## src/rtl/mshr_pkg.sv

```systemverilog
// Shared types and constants for the MSHR file.
// Entry state encoding and line-address helper.
package mshr_pkg;

    localparam int N_ENTRIES   = 8;
    localparam int IDX_BITS    = 3;
    localparam int ADDR_BITS   = 32;
    localparam int OFFSET_BITS = 4;
    localparam int LINE_BITS   = 128;

    typedef enum logic [1:0] {
        ST_FREE    = 2'd0,
        ST_PENDING = 2'd1,
        ST_SEL     = 2'd2,
        ST_WAIT    = 2'd3
    } mshr_state_e;

    localparam logic [ADDR_BITS-1:0] LINE_MASK =
        ~((ADDR_BITS'(1) << OFFSET_BITS) - ADDR_BITS'(1));

    function automatic logic [ADDR_BITS-1:0] line_of(
        input logic [ADDR_BITS-1:0] addr
    );
        return addr & LINE_MASK;
    endfunction

endpackage

```

## src/rtl/mshr_prio_enc.sv

```systemverilog
// Lowest-set-bit priority encoder with a found flag.
// Used for FREE-entry allocation and PENDING-entry issue.
module mshr_prio_enc #(
    parameter int N = 8,
    parameter int W = 3
) (
    input  logic [N-1:0] req,
    output logic [W-1:0] idx,
    output logic         found
);

    always_comb begin
        idx   = '0;
        found = 1'b0;
        for (int i = N - 1; i >= 0; i--) begin
            if (req[i]) begin
                idx   = W'(i);
                found = 1'b1;
            end
        end
    end

endmodule

```

## src/rtl/mshr_file.sv

```systemverilog
// Miss status holding registers: line-granular merge/allocate,
// single-entry memory request register and fill completion.
module mshr_file
    import mshr_pkg::*;
(
    input  logic                 clk,
    input  logic                 rst,
    input  logic                 alloc_valid,
    input  logic [ADDR_BITS-1:0] alloc_addr,
    output logic                 alloc_ready,
    output logic                 alloc_merged,
    output logic [IDX_BITS-1:0]  mshr_wr_idx,
    output logic                 mshr_full,
    output logic                 mem_req_valid,
    input  logic                 mem_req_ready,
    output logic [ADDR_BITS-1:0] mem_req_addr,
    output logic [IDX_BITS-1:0]  mem_req_idx,
    input  logic                 mem_resp_valid,
    input  logic [IDX_BITS-1:0]  mem_resp_idx,
    input  logic [LINE_BITS-1:0] mem_resp_data,
    output logic                 mshr_fin,
    output logic [IDX_BITS-1:0]  mshr_fin_idx,
    output logic [ADDR_BITS-1:0] fill_addr,
    output logic [LINE_BITS-1:0] fill_data
);

    mshr_state_e          st_q   [N_ENTRIES];
    mshr_state_e          st_d   [N_ENTRIES];
    logic [ADDR_BITS-1:0] line_q [N_ENTRIES];

    logic [N_ENTRIES-1:0] free_vec;
    logic [N_ENTRIES-1:0] pend_vec;
    logic [N_ENTRIES-1:0] hit_vec;
    logic [IDX_BITS-1:0]  free_idx;
    logic [IDX_BITS-1:0]  pend_idx;
    logic [IDX_BITS-1:0]  hit_idx;
    logic                 free_found;
    logic                 pend_found;
    logic                 merge_hit;
    logic                 resp_hit;
    logic                 do_alloc;
    logic                 do_issue;
    logic                 do_accept;
    logic [ADDR_BITS-1:0] alloc_line;

    assign alloc_line = line_of(alloc_addr);
    assign resp_hit   = mem_resp_valid
                      && (st_q[mem_resp_idx] == ST_WAIT);

    // An entry completing this cycle must not absorb a new miss.
    always_comb begin
        free_vec = '0;
        pend_vec = '0;
        hit_vec  = '0;
        for (int i = 0; i < N_ENTRIES; i++) begin
            free_vec[i] = (st_q[i] == ST_FREE);
            pend_vec[i] = (st_q[i] == ST_PENDING);
            hit_vec[i]  = (st_q[i] != ST_FREE)
                       && (line_q[i] == alloc_line)
                       && !(resp_hit
                            && mem_resp_idx == IDX_BITS'(i));
        end
    end

    always_comb begin
        hit_idx = '0;
        for (int i = N_ENTRIES - 1; i >= 0; i--) begin
            if (hit_vec[i]) hit_idx = IDX_BITS'(i);
        end
    end

    mshr_prio_enc #(.N(N_ENTRIES), .W(IDX_BITS)) u_free_enc (
        .req   (free_vec),
        .idx   (free_idx),
        .found (free_found)
    );

    mshr_prio_enc #(.N(N_ENTRIES), .W(IDX_BITS)) u_pend_enc (
        .req   (pend_vec),
        .idx   (pend_idx),
        .found (pend_found)
    );

    assign merge_hit    = |hit_vec;
    assign alloc_merged = alloc_valid && merge_hit;
    assign alloc_ready  = alloc_valid && (merge_hit || free_found);
    assign mshr_wr_idx  = merge_hit  ? hit_idx :
                          free_found ? free_idx : '0;
    assign mshr_full    = !free_found;

    assign do_alloc  = alloc_valid && !merge_hit && free_found;
    assign do_issue  = !mem_req_valid && pend_found;
    assign do_accept = mem_req_valid && mem_req_ready;

    // The four transitions always target distinct entries.
    always_comb begin
        st_d = st_q;
        if (do_alloc)  st_d[free_idx]     = ST_PENDING;
        if (do_issue)  st_d[pend_idx]     = ST_SEL;
        if (do_accept) st_d[mem_req_idx]  = ST_WAIT;
        if (resp_hit)  st_d[mem_resp_idx] = ST_FREE;
    end

    always_ff @(posedge clk or negedge rst) begin
        if (!rst) begin
            for (int i = 0; i < N_ENTRIES; i++) begin
                st_q[i]   <= ST_FREE;
                line_q[i] <= '0;
            end
        end else begin
            st_q <= st_d;
            if (do_alloc) line_q[free_idx] <= alloc_line;
        end
    end

    always_ff @(posedge clk or negedge rst) begin
        if (!rst) begin
            mem_req_valid <= 1'b0;
            mem_req_addr  <= '0;
            mem_req_idx   <= '0;
        end else if (do_accept) begin
            mem_req_valid <= 1'b0;
        end else if (do_issue) begin
            mem_req_valid <= 1'b1;
            mem_req_addr  <= line_q[pend_idx];
            mem_req_idx   <= pend_idx;
        end
    end

    always_ff @(posedge clk or negedge rst) begin
        if (!rst) begin
            mshr_fin     <= 1'b0;
            mshr_fin_idx <= '0;
            fill_addr    <= '0;
            fill_data    <= '0;
        end else begin
            mshr_fin <= resp_hit;
            if (resp_hit) begin
                mshr_fin_idx <= mem_resp_idx;
                fill_addr    <= line_q[mem_resp_idx];
                fill_data    <= mem_resp_data;
            end
        end
    end

endmodule

```

## config.mk

```make
export PLATFORM = sky130hd
export DESIGN_NAME = mshr_file
export DESIGN_NICKNAME = d
export VERILOG_FILES = /design/src/rtl/mshr_pkg.sv /design/src/rtl/mshr_prio_enc.sv /design/src/rtl/mshr_file.sv
export SDC_FILE = /design/constraint.sdc
export NUM_CORES = 1
export LEC_CHECK = 0
export ABC_AREA = 1
export ABC_CLOCK_PERIOD_IN_PS = 2700
export CORE_MARGIN = 1.5
export CORE_UTILIZATION = 45
export DETAILED_ROUTE_END_ITERATION = 12
export PLACE_DENSITY = 0.68
export SETUP_SLACK_MARGIN = 0.3
export SYNTH_ARGS = -nofsm -noshare
export SYNTH_HDL_FRONTEND = slang
export SYNTH_SLANG_ARGS = --single-unit
```

## constraint.sdc

```tcl
create_clock -name clk -period 2.7 [get_ports clk]
set_input_delay 0.27 -clock clk [delete_from_list [all_inputs] [get_ports clk]]
set_output_delay 0.27 -clock clk [all_outputs]
set_load 0.02 [all_outputs]
```

==> summary.md <==
| Metric | Value |
|---|---|
| H-tree levels | `2` |
| Antenna Nets Post-Route | `0` |
| Final worst path period share | `1.11` |
| Largest net degree at the start of global routing | `68` |
| Chip height | `239 µm` |
| Clock transition at path regs | `0.06 ns` |
| Flops & latches, synth | `432` |
| R2R depth | `15` |
| Endpoints failing setup | `58` |
| Final Util | `0.670` |
| CTS Sinks | `432` |
| Fin. max-slew vios | `0` |
| Core area | `0.0551 mm²` |
| Leading area contributor after synthesis | `dfrtp_1` |
| Failing checks | `negative setup slack` |
| Via count | `28989` |
| Initial antenna violation count | `2` |
| Worst setup path endpoint | `mshr_wr_idx[0]` |
| Boundary Pins | `374` |
| Post-synth EDFFs | `0` |
| CP max stage delay | `0.40 ns` |
| Max stage delay cell, worst path | `dfrtp_1` |
| R2R Setup Slk | `-0.12 ns` |
| FF-to-FF Start | `st_q[0]` |
| GR Overflow Total | `0` |
| DRT Pass-1 Iters | `6` |
| Number of global-route vias before repair | `27258` |
| Dpl hpwl | `97.1 mm` |
| Final Hold Slack | `0.109 ns` |
| Synthesis warning total | `0` |
| Primary FF master, synth | `dfrtp_1` |
| Post-synthesis sequential area ratio | `0.431` |
| Top cells by area, synth | `dfrtp_1 43%, nand2_1 20%, inv_1 5.1%, o21ai_0 4.1%, o22ai_1 3.9%` |
| Worst-path fanout max | `2` |
| Pre-CTS setup slack | `-0.872 ns` |
| Drt initial violations | `3802` |
| Crit path cell chain | `xnor2_1 > buf_4 > nand2_2 > nor2_2 > nand2_1 > nor2_1 > nand3_2 > buf_6 > buf_6 > o21ai_2 > nand2_1 > nand2_1 > nand2_1 > nand2_1 > nand3_2 > nand2_2 > buf_6` |
| RSZ-0062 raised after global routing | `true` |
| DR vias/cell | `5.65` |
| Syn Area/Cell | `7.22 µm²` |
| FP Rows | `86` |
| Clock skew | `0.0232 ns` |
| Final Wtd Congestion | `1.11` |
| R2r endpoint | `line_q[54]` |
| CP Launch Type | `register` |
| Final Hold Viols | `0` |
| Yosys cell types | `46` |
| Most frequent cells in the layout | `1262 x nand2_1, 589 x buf_4, 419 x dfrtp_1` |
| Number of remaining DRC errors | `0` |
| Levels on crit path | `17` |
| Crit path max-delay family | `simple AND/OR/NAND/NOR gates` |
| Share of cells above drive strength 1 | `0.239` |
| Fin crit period | `3.01 ns` |
| Status | `complete, but fails checks` |
| FMAX | `332 MHz` |
| Port bufs | `361` |
| All-Layer GR Usage | `0.437` |
| DR WL/cell | `24.8 µm` |
| Power Total | `47.8 mW` |
| CP required | `2.43 ns` |
| Buf/Inv on CP | `4` |
| Critical path origin | `line_q[72]` |
| N_diodes | `0` |
| Post-synthesis cell count | `3477` |
| Top cell by count, worst path | `nand2_1` |
| HP Class | `in -> reg` |
| Async set or reset register ratio after synthesis | `1.00` |
| Total CTS buffers | `50` |
| Mapped Area | `0.0251 mm²` |
| Area of the die | `0.0572 mm²` |
| CTS tree | `built` |
| Clock latency at the later pin of the worst-skew pair | `0.63 ns` |
| Leakage | `18.0 nW` |
| Final #Nets | `4515` |
| Maxcap violations | `0` |
| VDD IR max | `1.30 mV` |
| Slew headroom | `0.327` |
| Commonest non-fill, non-tap cell in the layout | `nand2_1` |
| Power Density | `1290 mW/mm²` |
| Clock Path Buffers | `3` |
| Critical Path AT | `2.74 ns` |
| Area share of the largest cell type after synthesis | `0.431` |
| CP endpoint kind | `output port` |
| Setup CP Type | `reg -> out` |
| Slew @ Worst Pin | `1.01 ns` |
| Final worst slack | `-0.308 ns` |
| DIE WIDTH | `239 µm` |
| Syn-to-layout area delta | `47.1%` |
| Initial Util | `0.456` |
| CTS root buf | `clkbuf_16` |
| First-pass GRT wire length | `181 mm` |
| WL final | `127 mm` |
==> how the worst min path moves through the flow <==
stage	start	to	slack [ns]	cells after the start
after floorplan	rst	fill_addr[10]	-0.03	0
after global placement	rst	line_q[10]	0.30	1
after detailed placement	rst	line_q[16]	0.30	1
after CTS	mem_resp_data[71]	fill_data[71]	0.17	3
after global routing	alloc_addr[7]	line_q[103]	0.16	3
final	alloc_addr[7]	line_q[103]	0.11	3
==> stage by stage <==
| step | std cells | area [µm²] | TNS (ns) |
|---|---|---|---|
| after floorplan | 3484 | 25100 | 0 |
| after global placement | 5024 | 34200 | -127.13 |
| after detailed placement | 5024 | 34200 | -120.68 |
| after CTS | 5123 | 36400 | -4.12 |
| after global routing | 5131 | 36900 | -15.49 |
| final | 5131 | 36900 | -4.32 |
==> sequential cells by signal, indices dropped and copies added (netlist names) <==
register       count
mem_req_valid      1
mem_req_idx        3
mshr_fin_idx       3
line_q           224
mshr_fin           1
fill_data        128
mem_req_addr      28
fill_addr         28
st_q              16
==> where the power goes <==
group	total [mW]	switching [mW]	internal [mW]
registers	11.7	2.39	9.32
clock network	7.16	3.01	4.15
logic	28.9	17.3	11.6
==> worst reg2reg max path: stages (launching register included) <==
cell and delay, ns:
dfrtp_1 0.41, nor2_2 0.25, inv_4 0.12, buf_4 0.16, nand2_1 0.05, nor2_1 0.05, nand3_1 0.15, nor2_4 0.07
nand3_4 0.11, nand2_4 0.09, nor2_4 0.20, buf_4 0.28, nand4_4 0.29, buf_12 0.29, nand2_1 0.09, o21ai_0 0.09
==> timing repair <==
action | in CTS | in global routing
hold endpoints to repair | 52 | 0
pin swaps | 41 | 46
hold buffers | 1 | 0
resized for setup | 138 | 165
setup endpoints to repair | 248 | 271
setup buffers | 10 | 8
==> cell usage after synthesis (25+ instances only) <==
cell type and count:
buf_4 25, xnor2_1 45, o21a_1 27, buf_6 30, nand2_1 1309, nor2_1 193
inv_1 344, nand3_1 119, dfrtp_1 432, o21ai_2 60, clkbuf_1 93, buf_2 48
o21ai_1 107, nand4_1 54, o22ai_1 157, o2111ai_1 46, o21ai_0 208
==> final cells by class <==
cell class | instances | area (µm²)
Clock inverter | 24 | 299
Clock buffer | 64 | 1400
Fill cell | 4726 | 18200
Timing Repair Buffer | 1027 | 9450
Multi-Input combinational cell | 2477 | 12700
Inverter | 359 | 1370
Sequential cell | 432 | 10800
Tap cell | 748 | 936
==> per-layer routing <==
metal | GRT usage | vias to the layer above | part of all wire | routed length [µm]
met5 | 0.0199 | - | 0.0023 | 296
met4 | 0.200 | 12 | 0.051 | 6530
met3 | 0.139 | 379 | 0.13 | 16200
met2 | 0.631 | 1818 | 0.42 | 53700
met1 | 0.593 | 13735 | 0.40 | 50700
li1 | - | 13045 | - | -
==> kinds of logic after synthesis <==
group / share of synthesized area
other cells: 0.000149
compound gates: 0.167
xor+xnor: 0.0206
simple gates: 0.280
flops: 0.431
buf+inv: 0.101
Note: power is estimated with default switching activity, not from simulation.
